`config.mk`:
```
export PLATFORM = sky130hd
export DESIGN_NAME = shift_reg_seq
export DESIGN_NICKNAME = d
export VERILOG_FILES = /design/src/rtl/shift_reg_seq.sv
export SDC_FILE = /design/constraint.sdc
export NUM_CORES = 1
export LEC_CHECK = 0
export ABC_AREA = 1
export CAP_MARGIN = 20
export CORE_MARGIN = 2
export CORE_UTILIZATION = 49
export DETAILED_ROUTE_END_ITERATION = 7
export GPL_ROUTABILITY_DRIVEN = 0
export PLACE_DENSITY = 0.79
export SLEW_MARGIN = 20
export SYNTH_ARGS = -nofsm -noshare
export SYNTH_HDL_FRONTEND = slang
export SYNTH_SLANG_ARGS = --single-unit
```
`constraint.sdc`:
```
create_clock -name clk -period 1.6 [get_ports clk]
set_input_delay 0.24 -clock clk [delete_from_list [all_inputs] [get_ports clk]]
set_output_delay 0.24 -clock clk [all_outputs]
set_load 0.1 [all_outputs]
```
`src/rtl/shift_reg_seq.sv`:
```
// shift_reg_seq
// WIDTH-bit universal shift register with a multi-step shift/rotate sequencer.
// In IDLE it performs one step of `mode` per enabled clock (en=1). A `start`
// request runs the selected shift/rotate for `amt` consecutive clocks. While
// the sequence runs, busy is high. A one-cycle done pulse marks completion.
//
// Ports
//   clk     in   clock, all state updates on the rising edge
//   reset   in   synchronous active-high reset
//   en      in   single-step enable (IDLE only)
//   mode    in   3-bit operation select:
//                  000 hold, 001 SHL, 010 SHR, 011 ROL,
//                  100 ROR, 101 LOAD, 110 ASR, 111 CLEAR
//   d       in   parallel load data
//   sin_l   in   serial input entering bit 0 on SHL
//   sin_r   in   serial input entering bit WIDTH-1 on SHR
//   start   in   begin a multi-step operation (IDLE only)
//   amt     in   step count for start
//   q       out  register contents
//   qbar    out  ~q
//   sout_l  out  q[WIDTH-1]
//   sout_r  out  q[0]
//   busy    out  sequencer in RUN
//   done    out  one-cycle completion pulse for a start request
module shift_reg_seq #(
    parameter int WIDTH = 8,
    parameter int AMT_W = 4
) (
    input  logic             clk,
    input  logic             reset,
    input  logic             en,
    input  logic [2:0]       mode,
    input  logic [WIDTH-1:0] d,
    input  logic             sin_l,
    input  logic             sin_r,
    input  logic             start,
    input  logic [AMT_W-1:0] amt,
    output logic [WIDTH-1:0] q,
    output logic [WIDTH-1:0] qbar,
    output logic             sout_l,
    output logic             sout_r,
    output logic             busy,
    output logic             done
);

    localparam logic [2:0] M_HOLD  = 3'b000;
    localparam logic [2:0] M_SHL   = 3'b001;
    localparam logic [2:0] M_SHR   = 3'b010;
    localparam logic [2:0] M_ROL   = 3'b011;
    localparam logic [2:0] M_ROR   = 3'b100;
    localparam logic [2:0] M_LOAD  = 3'b101;
    localparam logic [2:0] M_ASR   = 3'b110;
    localparam logic [2:0] M_CLEAR = 3'b111;

    typedef enum logic {IDLE, RUN} state_t;

    state_t           state_r, state_nxt;
    logic [WIDTH-1:0] q_r, q_nxt;
    logic [2:0]       mode_r, mode_nxt;
    logic [AMT_W-1:0] rem_r, rem_nxt;
    logic             done_r, done_nxt;

    // One step of the selected operation applied to the current contents.
    function automatic logic [WIDTH-1:0] step_fn(
        input logic [WIDTH-1:0] cur,
        input logic [2:0]       op,
        input logic [WIDTH-1:0] ld,
        input logic             sl,
        input logic             sr
    );
        logic [WIDTH-1:0] r;
        case (op)
            M_SHL:   r = {cur[WIDTH-2:0], sl};
            M_SHR:   r = {sr, cur[WIDTH-1:1]};
            M_ROL:   r = {cur[WIDTH-2:0], cur[WIDTH-1]};
            M_ROR:   r = {cur[0], cur[WIDTH-1:1]};
            M_LOAD:  r = ld;
            M_ASR:   r = {cur[WIDTH-1], cur[WIDTH-1:1]};
            M_CLEAR: r = '0;
            default: r = cur;
        endcase
        return r;
    endfunction

    // Only shifts and rotates are meaningful to repeat. Hold, load and clear
    // collapse to a single operation whatever the count.
    function automatic logic is_multi(input logic [2:0] op);
        return (op == M_SHL) || (op == M_SHR) || (op == M_ROL) ||
               (op == M_ROR) || (op == M_ASR);
    endfunction

    always_comb begin
        state_nxt = state_r;
        q_nxt     = q_r;
        mode_nxt  = mode_r;
        rem_nxt   = rem_r;
        done_nxt  = 1'b0;
        case (state_r)
            RUN: begin
                // The latched mode is used here. Live en/mode/d/start/amt are ignored.
                q_nxt = step_fn(q_r, mode_r, '0, sin_l, sin_r);
                if (rem_r <= AMT_W'(1)) begin
                    state_nxt = IDLE;
                    rem_nxt   = '0;
                    done_nxt  = 1'b1;
                end else begin
                    rem_nxt = rem_r - AMT_W'(1);
                end
            end
            default: begin
                if (start) begin
                    if (is_multi(mode)) begin
                        // First step happens on the accepting edge. amt=0 leaves q alone.
                        if (amt != '0) begin
                            q_nxt = step_fn(q_r, mode, d, sin_l, sin_r);
                        end
                        if (amt >= AMT_W'(2)) begin
                            state_nxt = RUN;
                            mode_nxt  = mode;
                            rem_nxt   = amt - AMT_W'(1);
                        end else begin
                            done_nxt = 1'b1;
                        end
                    end else begin
                        q_nxt    = step_fn(q_r, mode, d, sin_l, sin_r);
                        done_nxt = 1'b1;
                    end
                end else if (en) begin
                    q_nxt = step_fn(q_r, mode, d, sin_l, sin_r);
                end
            end
        endcase
    end

    always_ff @(posedge clk) begin
        if (reset) begin
            state_r <= IDLE;
            q_r     <= '0;
            mode_r  <= M_HOLD;
            rem_r   <= '0;
            done_r  <= 1'b0;
        end else begin
            state_r <= state_nxt;
            q_r     <= q_nxt;
            mode_r  <= mode_nxt;
            rem_r   <= rem_nxt;
            done_r  <= done_nxt;
        end
    end

    assign q      = q_r;
    assign qbar   = ~q_r;
    assign sout_l = q_r[WIDTH-1];
    assign sout_r = q_r[0];
    assign busy   = (state_r == RUN);
    assign done   = done_r;

endmodule

```
# [Word level (Yosys, flattened, before mapping)]
# Index checks and enable logic that the tools add are counted.
# W data, S select, Z words.
[totals] input_bits=21 output_inout_bits=20 word_cells=66 regBits=17
[op_classes] order_cmp=2 n_bitwise=2 n_mux=22 addsub=2 reduce_logical=14 eq_ne=18
[ops] cell="$pmux W8 S7" count=1
[ops] cell="$pmux W8 S6" count=1
[ops] cell="$mux W8" count=5
[ops] cell="$eq A3 B3 Y1 const B" count=8
[ops] cell="$mux W4" count=5
[ops] cell="$eq A3 B2 Y1 const B" count=4
[ops] cell="$mux W1" count=10
[ops] cell="$not A8 Y8" count=1
[ops] cell="$reduce_and A4 Y1" count=2
[ops] cell="$sub A4 B1 Y4 const B" count=2
[ops] cell="$ne A7 B2 Y1 const B" count=1
[ops] cell="$eq A3 B1 Y1 const B" count=2
[ops] cell="$ne A6 B2 Y1 const B" count=1
[ops] cell="$reduce_and A3 Y1" count=2
[ops] cell="$reduce_bool A2 Y1" count=3
[ops] cell="$ge A4 B2 Y1 const B" count=1
[ops] cell="$le A4 B1 Y1 const B" count=1
[ops] cell="$logic_or A1 B1 Y1" count=4
[ops] cell="$ne A4 B3 Y1 const B" count=1
[ops] cell="$reduce_bool A4 Y1" count=1
[ops] cell="$reduce_bool A3 Y1" count=1
[ops] cell="$ne A2 B2 Y1 const B" count=1
[ops] cell="$reduce_or A2 Y1" count=1
[ops] cell="$not A1 Y1" count=1

# [Longest topological paths before layout]
[depth] depth_word=8 ltp_mapped=11 mapped_depth_nobuf=11

# [Worst setup path before layout]
# No wires, ideal clock.
[synth_path] kind="register -> register" from="reg q_r[6] (netlist: q[6])" to="reg q_r[7] (netlist: q[7])" setup_slack_ns=-0.730 arrival_ns=2.266 period_less_slack_ns=2.330 t_required_ns=1.536 setup_time_ns=0.064 stages_incl_launch_ff=9 path_buffers=0 path_cell_list="dfxtp_1 inv_1 nand2_1 nand2_1 nor2_1 nor2_1 nor2_1 nor2_1 nor2_1"
[synth_via] elab_chain_cells=5 word_cells_on_any_way=7 classes_between="mux (7)"
[synth_rtl] item="from (decl)" line="58" source="logic [WIDTH-1:0] q_r, q_nxt;"
[synth_rtl] item="from (signal assigned)" line="144" source="q_r <= q_nxt;"
[synth_rtl] item="$pmux W8 S7" line="72" source="case (op)"
[synth_rtl] item="$mux W8" line="114" source="if (amt != '0) begin"
[synth_rtl] item="$mux W8" line="112" source="if (is_multi(mode)) begin"
[synth_rtl] item="$mux W8" line="111" source="if (start) begin"
[synth_rtl] item="$mux W8 (*)" line="98" source="case (state_r)"
# Every way passes the cells marked *; elsewhere a longest branch is shown, timed or not. The select of a mux whose other input is x is not followed.
# A chain may end at the register's enable or synchronous reset.

# [Worst setup path in the final report]
[layout_path] from="in amt[0]" to="reg rem_r[3]"
[layout_via] elab_chain_cells=5 word_cells_on_any_way=8 classes_between="add/sub (1); order compare (1); mux (4); reduce/logical (2)"
[layout_rtl] item="from (decl)" line="37" source="input logic [AMT_W-1:0] amt,"
[layout_rtl] item="$sub A4 B1 Y4" line="120" source="rem_nxt = amt - AMT_W'(1);"
[layout_rtl] item="$mux W4" line="117" source="if (amt >= AMT_W'(2)) begin"
[layout_rtl] item="$mux W4" line="112"
[layout_rtl] item="$mux W4" line="111"
[layout_rtl] item="$mux W4" line="98"
[layout_rtl] item="to (signal assigned)" line="146" source="rem_r <= rem_nxt;"
[layout_rtl] item="to (decl)" line="60" source="logic [AMT_W-1:0] rem_r, rem_nxt;"
# Several ways; a longest one is shown, not always the timed one. The select of a mux whose other input is x is not followed.

==> results_dict.tcl <==
set metrics [dict create \
    yosys_most_used_dff "dfxtp_1" \
    synth-seq-cells 17 \
    synth_edf_count 0 \
    synth_compound_area_frac 0.0691 \
    synth-simple-area-share 0.521 \
    fmax_mhz 688 \
    fin_skew_ps 7.10 \
    final_area_um2 2340 \
    finish.utilization 0.774 \
    core_area_um2 3030 \
    cap_violations 0 \
    die_h_um 60.0 \
    ioPinCount 41 \
    drive_gt1_frac 0.222 \
    cts_root_buf "clkbuf_4" \
    cts.sinks 17 \
    dieArea_um2 3600 \
    layout.nets 360 \
    worstPathRequired_ps 1820 \
    num_vias 1880 \
    cp.arrival_ps 1670 \
    leakage_nw 1.16 \
    power_density_nw_per_um2 949 \
    syn_area_um2 1540 \
    clk_path_buf_depth 2 \
    postSynthCellCount 281 \
    path_max_fanout 6 \
    finalHoldViolations 0 \
    postRouteAntennaNets 0 \
    yosys_warnings 0 \
    drt-total-wl_mm 4.35 \
    start_kind "input port" \
    grt_pass1_wl_mm 7.36 \
    timing.final.crit_share 0.908 \
    port_buffers 40 \
    grt_max_degree 18 \
    wl_per_cell_um 11.5 \
    cts_tree "built" \
    postSynth.asyncResetShare 0 \
    grt_pass1_vias 1697 \
    synthToLayoutAreaGrowth_pct 52.3 \
    period_minus_slack_ps 1450 \
    relSlewSlack 0.713 \
    drc 0 \
    path_class "input port to flop" \
    syn-num-nets 307 \
    n_antenna_cell 0 \
    post_cts_buffers 0 \
    rsz0062_at_grt "false" \
    ir_worst_vdd_uv 590 \
    path_clk_slew_ps 100 \
    ys_types 22 \
    hold_class "input port to flop" \
    fp.dieW_um 60.0 \
    dp_hpwl_mm 3.32 \
    seq_area_frac_synth 0.221 \
    rows 20 \
    synth_xor_area_frac 0 \
    setup_viol 0 \
    synthMuxAreaShare 0 \
    synthAdderAreaFrac 0.0407 \
    status "complete, no violations" \
    syn_area_per_cell_um2 5.48 \
    clk_latency_ps 320 \
    drtIter0Drc 83 \
    initial_core_util 0.508 \
    reg2reg_slack_ps 200 \
    cts_resized 0 \
    tightest_slew_ps 429 \
    num-fill-cells 251 \
    hold_buffers 0 \
    synth_top_family_by_area "simple AND/OR/NAND/NOR gates" \
    dr.pass1.iters 4 \
    cts_inserted_buffers 3 \
    cts-htree-levels 1 \
    crit_path_end_kind "flop" \
    finalMaxSlewViolations 0 \
    grt-ovfl-total 0 \
    grt_usage 0.272 \
    placed_area_um2 2310 \
    antenna_found_initial 0 \
    viasPerCell 4.99 \
]
## layout make-up
class                      count  area [µm²]  area share
tap                           44        55.1      0.0235
clock buffer                   3        22.5     0.00961
inverter                      37         166      0.0710
multi-input combinational    215         971       0.414
clock inverter                 1        5.00     0.00214
sequential                    17         373       0.159
timing repair buffer          60         751       0.320
## worst paths after layout
kind,startpoint,to,cells after the start
hold reg to reg,rem_r[2],rem_r[2],2
hold / removal,reset,busy,2
setup reg to reg,rem_r[0],rem_r[3],9
setup / recovery,amt[0],rem_r[3],9
## sequential cells by signal, summed over array words and instances, names as in the netlist
signal / flops
done: 1
q: 8
rem_r: 4
mode_r: 3
busy: 1
## per-stage QoR
stage | hold slack, ps | setup WS [ps] | cells | total power [mW] | TNS (ps)
6_report | 495 | 147 | 377 | 2.22 | 0
4_1_cts | 498 | 65.9 | 377 | 2.23 | 0
5_1_grt | 507 | 33.7 | 377 | 2.35 | 0
3_5_place_dp | 520 | -187 | 373 | 1.97 | -1960
2_1_floorplan | 303 | -57.5 | 281 | 1.48 | -107
3_3_place_gp | 505 | -132 | 373 | 1.95 | -1700
## critical path, cell delays in order
cell             delay, ps
clkdlybuf4s50_1        470
inv_1                   70
ha_1                   190
nor2_1                 100
nand2_1                 70
nand3_1                110
nand2_1                140
o21ai_0                210
nor2_1                  60
## metal layers
| metal | vias to the layer above | GRT usage | wire length (µm) |
|---|---|---|---|
| met5 | - | 0 | 0 |
| met4 | 0 | 0.0952 | 79 |
| met3 | 7 | 0.0346 | 268 |
| met2 | 66 | 0.444 | 1970 |
| met1 | 828 | 0.365 | 2030 |
| li1 | 979 | - | - |
## cells by family (layout without fill, tap and decap cells)
kind of cell               Yosys count  count (layout)
AOI/OAI and AO/OA                   20              20
and+or+nand+nor                    190             190
DFF                                 17              17
buffers and inverters               49             101
adders and majority gates            5               5
## cell usage in the layout (no fill, tap or decap)
cell / synthesis / layout
a21oi_1: 12 / 12
clkinv_2: 1 / 2
inv_2: 5 / 5
o22ai_1: 2 / 2
clkdlybuf4s50_1: 0 / 20
clkbuf_4: 0 / 3
nor2_1: 45 / 45
dfxtp_2: 0 / 2
dfxtp_4: 0 / 8
clkinvlp_4: 0 / 7
nand2_4: 1 / 1
dfxtp_1: 17 / 7
nor2_2: 2 / 2
buf_12: 0 / 20
nand2_1: 101 / 101
ha_1: 5 / 5
o21ai_0: 5 / 4
buf_4: 4 / 20
nand3_1: 29 / 29
o21ai_2: 1 / 1
nand3_4: 1 / 1
inv_1: 31 / 24
o21ai_1: 0 / 1
nand2_2: 2 / 2
nor3_1: 1 / 1
nand4_1: 8 / 8
## cells in the mapped netlist (all sizes together) (2+ instances only)
library cell	n	area [µm²]
dfxtp	17	340
o21ai	6	33.8
a21oi	12	60.1
nor2	47	181
nand2	104	403
inv	36	135
ha	5	62.6
nand3	30	163
o22ai	2	12.5
buf	11	83.8
nand4	8	50.1
## report_power, final
group	switching, mW	internal, mW
clock network	0.162	0.0938
logic	0.872	0.499
registers	0.110	0.487
Note: power is estimated with default switching activity, not from simulation.
